==> src/rtl/seven_seg_pkg.sv <==
// Shared constants and types for the four-digit multiplexed seven-segment scanner.
package seven_seg_pkg;

  localparam int         NUM_DIGITS = 4;
  localparam int         BCD_MAX    = 9;
  localparam logic [3:0] AN_OFF     = 4'b1111;

  typedef logic [1:0] digit_idx_t;

  // Everything the display pins need for one slot, registered as a unit.
  typedef struct packed {
    logic [3:0] an;
    logic [3:0] code;
    logic       blank;
    logic       err;
  } slot_out_t;

  localparam slot_out_t SLOT_DARK = '{an: AN_OFF, code: 4'h0, blank: 1'b1, err: 1'b0};

endpackage

==> src/rtl/seg_tick_gen.sv <==
// Free-running prescaler: counts 0..CLK_DIV-1 and flags the last count of each slot.
module seg_tick_gen #(
  parameter int CLK_DIV = 50000
) (
  input  logic clk,
  input  logic rst_n,
  output logic tick
);

  localparam int            CW   = $clog2(CLK_DIV);
  localparam logic [CW-1:0] LAST = CW'(CLK_DIV - 1);

  logic [CW-1:0] cnt_q, cnt_d;

  assign tick = (cnt_q == LAST);

  always_comb begin
    cnt_d = tick ? '0 : cnt_q + 1'b1;
  end

  always_ff @(posedge clk or negedge rst_n) begin
    if (!rst_n) begin
      cnt_q <= '0;
    end else begin
      cnt_q <= cnt_d;
    end
  end

endmodule

==> src/rtl/seven_seg_scan_ctrl.sv <==
// Four-digit BCD scan controller with shadow/active double buffering so a new
// value only ever appears from digit0 of a fresh frame.
module seven_seg_scan_ctrl
  import seven_seg_pkg::*;
#(
  parameter int CLK_DIV = 50000
) (
  input  logic        clk,
  input  logic        rst_n,
  input  logic        load,
  input  logic [15:0] bcd_in,
  input  logic        blank_lz,
  output logic [3:0]  digit_code,
  output logic [3:0]  an,
  output logic        digit_blank,
  output logic        bcd_err,
  output logic        pending,
  output logic        frame_done
);

  localparam digit_idx_t LAST_IDX = digit_idx_t'(NUM_DIGITS - 1);

  logic tick;

  seg_tick_gen #(.CLK_DIV(CLK_DIV)) u_tick_gen (
    .clk   (clk),
    .rst_n (rst_n),
    .tick  (tick)
  );

  digit_idx_t                   idx_q, idx_d;
  logic [NUM_DIGITS-1:0][3:0]   shadow_q, shadow_d;
  logic [NUM_DIGITS-1:0][3:0]   active_q, active_d;
  logic                         pending_q, pending_d;
  logic                         frame_done_q, frame_done_d;
  slot_out_t                    out_q, out_d;
  logic                         frame_wrap;
  logic [NUM_DIGITS-1:0]        nib_zero;
  logic [NUM_DIGITS-1:0]        upper_zero;

  // upper_zero[i]: every nibble from i up to the most significant is zero.
  generate
    for (genvar gi = 0; gi < NUM_DIGITS; gi++) begin : g_lz
      assign nib_zero[gi]   = (active_q[gi] == 4'h0);
      assign upper_zero[gi] = &nib_zero[NUM_DIGITS-1:gi];
    end
  endgenerate

  always_comb begin
    frame_wrap   = tick && (idx_q == LAST_IDX);
    idx_d        = tick ? idx_q + 2'd1 : idx_q;
    shadow_d     = shadow_q;
    active_d     = active_q;
    pending_d    = pending_q;
    frame_done_d = frame_wrap;

    if (load) begin
      shadow_d  = bcd_in;
      pending_d = 1'b1;
    end

    // A load landing on the wrap tick bypasses the shadow so it is not lost a frame.
    if (frame_wrap) begin
      if (load) begin
        active_d  = bcd_in;
        pending_d = 1'b0;
      end else if (pending_q) begin
        active_d  = shadow_q;
        pending_d = 1'b0;
      end
    end
  end

  logic [3:0] cur_nib;
  logic       cur_err;
  logic       cur_lz;

  always_comb begin
    cur_nib = active_q[idx_q];
    cur_err = (cur_nib > 4'(BCD_MAX));
    cur_lz  = blank_lz && (idx_q != '0) && upper_zero[idx_q];

    out_d = SLOT_DARK;
    if (cur_lz || cur_err) begin
      out_d.err = cur_err;
    end else begin
      out_d.an    = ~(4'b0001 << idx_q);
      out_d.code  = cur_nib;
      out_d.blank = 1'b0;
    end
  end

  always_ff @(posedge clk or negedge rst_n) begin
    if (!rst_n) begin
      idx_q        <= '0;
      shadow_q     <= '0;
      active_q     <= '0;
      pending_q    <= 1'b0;
      frame_done_q <= 1'b0;
      out_q        <= SLOT_DARK;
    end else begin
      idx_q        <= idx_d;
      shadow_q     <= shadow_d;
      active_q     <= active_d;
      pending_q    <= pending_d;
      frame_done_q <= frame_done_d;
      out_q        <= out_d;
    end
  end

  assign an          = out_q.an;
  assign digit_code  = out_q.code;
  assign digit_blank = out_q.blank;
  assign bcd_err     = out_q.err;
  assign pending     = pending_q;
  assign frame_done  = frame_done_q;

endmodule

==> config.mk <==
export PLATFORM = sky130hd
export DESIGN_NAME = seven_seg_scan_ctrl
export DESIGN_NICKNAME = d
export VERILOG_FILES = /design/src/rtl/seven_seg_pkg.sv /design/src/rtl/seg_tick_gen.sv /design/src/rtl/seven_seg_scan_ctrl.sv
export SDC_FILE = /design/constraint.sdc
export NUM_CORES = 1
export LEC_CHECK = 0
export ABC_AREA = 1
export CAP_MARGIN = 20
export CORE_UTILIZATION = 46
export CTS_CLUSTER_DIAMETER = 120
export CTS_CLUSTER_SIZE = 16
export DETAILED_ROUTE_END_ITERATION = 12
export PLACE_DENSITY = 0.67
export SLEW_MARGIN = 25
export SYNTH_ARGS = -nofsm -noshare
export SYNTH_HDL_FRONTEND = slang
export SYNTH_SLANG_ARGS = --single-unit
==> constraint.sdc <==
create_clock -name clk -period 2.15 [get_ports clk]
set_input_delay 0.43 -clock clk [delete_from_list [all_inputs] [get_ports clk]]
set_output_delay 0.43 -clock clk [all_outputs]
set_load 0.02 [all_outputs]
* Word level (Yosys, flattened, before mapping) *
Cells that the tools add are included.

storage, ports and cells
  register bits after elaboration = 62
  input port bits = 20
  output and inout port bits = 12
  logic and storage cells = 51

cells by class
  $add $sub $neg = 2
  $lt $le $gt $ge = 2
  equal/unequal tests = 2
  shifts and indexed selects = 1
  muxes and demuxes = 13
  bitwise logic cells = 1
  reductions and logical operators = 14

operator list
  operator                 count
  $mux W16                 3
  $add A16 B1 Y16 const B  1
  $eq A16 B16 Y1 const B   1
  $logic_not A4 Y1         4
  $mux W9                  1
  $bmux W4 S2              1
  $mux W1                  6
  $gt A4 B4 Y1 const B     1
  $mux W4                  1
  $not A4 Y4               1
  $reduce_and A2 Y1        2
  $reduce_and A4 Y1        1
  $reduce_bool A2 Y1       2
  $shl A1 B2 Y4 const A    1
  $logic_and A1 B1 Y1      3
  $lt A2 B3 Y1 const B     1
  $reduce_and A3 Y1        1
  $add A2 B1 Y2 const B    1
  $bmux W1 S2              1
  $eq A2 B2 Y1 const B     1
  $logic_or A1 B1 Y1       1

* Depth between registers and ports, before layout *
  depth in word-level cells = 7
  gate-level depth with buffers = 10

* By module *
From an unflattened synthesis, not the netlist that was laid out.

second synthesis, totals
  cell total of the unflattened synthesis = 337
  area, all modules = 2836.5 um^2

modules (own cells, without submodules)
  module               times used  cells each  area each (um^2)  sequential area each (um^2)
  seven_seg_scan_ctrl  1           216         1959.4            1157.4
  seg_tick_gen         1           121         877.1             400.4

* Worst setup path after synthesis *
OpenSTA, ideal clock, no wires.

  kind = register to register
  start point = reg idx_q[0]
  end point = reg out_q, in the netlist digit_code[1]
  data arrival time = 1.397 ns
  data required time = 2.034 ns
  setup slack = 0.637 ns
  cell stages (with the launch flop) = 11
  buffers on the path = 2
  path through = dfrtp_1 buf_6 inv_4 buf_6 ha_1 nor2_1 nand3_1 nor2_1 nand2_1 nand2_4 nor2_1

RTL lines
  element                   RTL line                    text
  start: declaration        seven_seg_scan_ctrl.sv:31   digit_idx_t idx_q, idx_d;
  start signal: assignment  seven_seg_scan_ctrl.sv:102  idx_q <= idx_d;
  end signal: assignment    seven_seg_scan_ctrl.sv:107  out_q <= out_d;
  end: declaration          seven_seg_scan_ctrl.sv:36   slot_out_t out_q, out_d;

* Worst setup path after layout *
  start point = reg out_q, in the netlist digit_blank
  end point = out digit_blank

RTL lines
  element           RTL line                   text
  end: declaration  seven_seg_scan_ctrl.sv:15  output logic digit_blank,

No word-level cell between the ends.

==> impl_metrics.yaml <==
outcome:
  status: "complete, no violations"
grt:
  gr-total-overflow: 0
  grt_pass1_wl_um: 10200
  grt_pass1_vias: 2195
  grt_start_max_net_pins: 41
  antenna_found_initial: 0
  grt.total_usage: 0.185
route:
  wl_um: 5750
  first_pass_iters: 4
  viasPerCell: 4.91
  drtIter0Drc: 166
  post_drt_wl_per_cell_um: 12.0
  antenna_left: 0
  vias: 2359
  drc: 0
placement:
  gp_congestion: 0.835
  place.port_buffers: 31
  dp_hpwl_um: 4230
  place_inst: 464
critical_path:
  cp_cell_sequence: "clkdlybuf4s50_1"
  reg2regPathDepth: 8
  worstSetupEndpointType: "primary output"
  start_kind: "register"
  required_ns: 1.72
  crit_slowest_cell: "clkdlybuf4s50_1"
  worstSetupPathType: "register to primary output"
  rr_startpoint: "idx_q[1]$_DFFE_PN0N_"
  cpPeakStageDelay_ns: 0.59
  timing.critical_path.buf_inv: 1
  worst-path-max-fanout: 1
  regToRegSetupSlack_ns: 0.38
  worstPathArrival_ns: 1.45
  worstReg2RegEnd: "digit_code[1]$_DFF_PN0_"
  crit_family: "buffers and inverters"
synth:
  ys_async_sr_fraction: 1.00
  synth.yosys.seq_area_share: 0.510
  synth.distinct_cells: 33
  synth_edf_count: 0
  syn_area_per_cell_um2: 8.38
  synth.area.top_cells: "dfrtp_1, nand2_1, nor2_1"
  syn_area_um2: 3050
  yosys_warnings: 0
  synth_top_flop_cell: "dfrtp_1"
  syn_nets: 389
  synth-seq-cells: 62
  synth_top_area_cell: "dfrtp_1"
  syn_inst: 364
  yosysTopAreaCellShare: 0.467
cts:
  htree_levels: 3
  cts_tree: "yes"
  root_buffer: "clkbuf_8"
  cts_setup_buffers: 0
  clockBufferDepth: 2
  cts_hold_buf: 0
  cts_buffers: 9
  clk_pin_slew_ns: 0.07
  clk_latency_ns: 0.34
  clock-sinks: 62
  ctsResizeCount: 0
timing:
  fin_worst_skew_ns: 0.00858
  finalCritPeriodShare: 0.873
  final-hold-violation-count: 0
  drv_slew: 0
  slew_headroom: 0.644
  tightest_slew_ns: 0.532
  fin_crit_ns: 1.88
  maxClockFrequency_mhz: 533
  rsz0062_at_grt: "no"
  tns_ns: 0
  setup_viol: 0
run:
  cap_violations: 0
floorplanning:
  initial_core_util: 0.478
  die_area_um2: 6960
  fp-row-count: 29
  io-pin-count: 32
  die_h_um: 83.5
  dieWidth_um: 83.5
  coreArea_um2: 6390
finish:
  finalNonFillerCells: 480
  nNetsFinal: 423
  register_area_um2: 1560
  layout_commonest_cell: "nand2_1"
  multi_input_area_um2: 1240
  final_cell_mix: "nand2_1, dfrtp_1, nor2_1, inv_1, clkdlybuf4s50_1"
  drive_gt1_frac: 0.129
  syn2layout_area_growth_pct: 17.5
  utilization: 0.562
  fill_cells: 613
  diodes: 0
power_and_ir_drop:
  swShare: 0.235
  pwr-share-seq: 0.516
  p_int_uw: 1780
  p_sw_uw: 546
  p_leak_uw: 0.00182
  combPwrFrac: 0.045
  vdd_ir_drop_max_v: 0.000479
  fin_total_pwr_uw: 2330
  p_clk_frac: 0.440
  power_density_nw_per_um2: 649
min_path:
  hold_path.class: "input port to asynchronous set/reset pin"
worst max-delay path by stage:
| stage | from | to | slack [ns] | cells past startpoint |
|---|---|---|---|---|
| after floorplan | idx_q[0]$_DFFE_PN0N_ | digit_code[1]$_DFF_PN0_ | 0.64 | 10 |
| after global placement | load | active_q[1]$_DFFE_PN0P_ | 0.40 | 5 |
| after detailed placement | load | active_q[12]$_DFFE_PN0P_ | 0.38 | 5 |
| after CTS | digit_blank$_DFF_PN1_ | digit_blank | 0.25 | 1 |
| after global routing | idx_q[1]$_DFFE_PN0N_ | digit_code[2]$_DFF_PN0_ | 0.19 | 8 |
| final | digit_blank$_DFF_PN1_ | digit_blank | 0.27 | 1 |
cell type report:
cell class / count / area share
sequential: 62 / 0.434
clock inverter: 6 / 0.0199
inverter: 35 / 0.0373
multi-input combinational: 254 / 0.347
tap: 77 / 0.0269
clock buffer: 10 / 0.0356
timing repair buffer: 36 / 0.0991
through the flow:
step | cell area (um^2) | hold slack [ns] | worst slack, ns
after floorplan | 3050 | 0.134 | 0.637
after global placement | 3390 | 0.434 | 0.399
after detailed placement | 3390 | 0.434 | 0.377
after CTS | 3590 | 0.0578 | 0.251
after global routing | 3590 | 0.0909 | 0.193
final | 3590 | 0.0478 | 0.272
state kept, by name, indices dropped and copies added (netlist names):
signal            flops
idx_q                 2
u_tick_gen.cnt_q     16
pending               1
bcd_err               1
frame_done            1
shadow_q             16
digit_blank           1
active_q             16
an                    4
digit_code            4
logic make-up after synthesis:
family	after synthesis	share of synthesized area
and+or+nand+nor	229	0.343
DFF	62	0.510
buffers and inverters	48	0.0820
AOI/OAI and AO/OA	13	0.0238
xor gates and xnor gates	7	0.0201
adders and majority gates	5	0.0205
worst register-to-register path, cell delays in order, from the launching register on:
cell,delay [ns]
dfrtp_1,0.47
clkinv_1,0.27
ha_1,0.27
nor2_1,0.10
nand3_1,0.07
nor2_1,0.11
nand2_1,0.18
nand2_4,0.14
nor2_1,0.04
cell usage after synthesis, drive strengths merged, types with 2 or more instances:
master,number
and2,2
dfstp,5
dfrtp,57
ha,5
nand3,21
buf,12
o21ai,8
xor2,7
nor3,2
nor2,48
inv,34
nand4,19
nand2,135
power groups by stage:
stage | sequential [uW] | combinational (uW) | clock [uW]
floorplan | 1220 | 38.3 | 0
global placement | 1220 | 105 | 0
detailed placement | 1220 | 107 | 0
CTS | 1200 | 108 | 1050
global route | 1200 | 122 | 1100
finish | 1200 | 104 | 1020
metal layers:
layer,routed length (um),vias to the layer above,global-route usage,part of all wire
li1,-,1210,-,-
met1,2940,1077,0.267,0.51
met2,2440,60,0.260,0.42
met3,247,12,0.0415,0.043
met4,123,0,0.0955,0.021
met5,0,-,0,0
No activity file was read; power rests on OpenSTA's default activity.
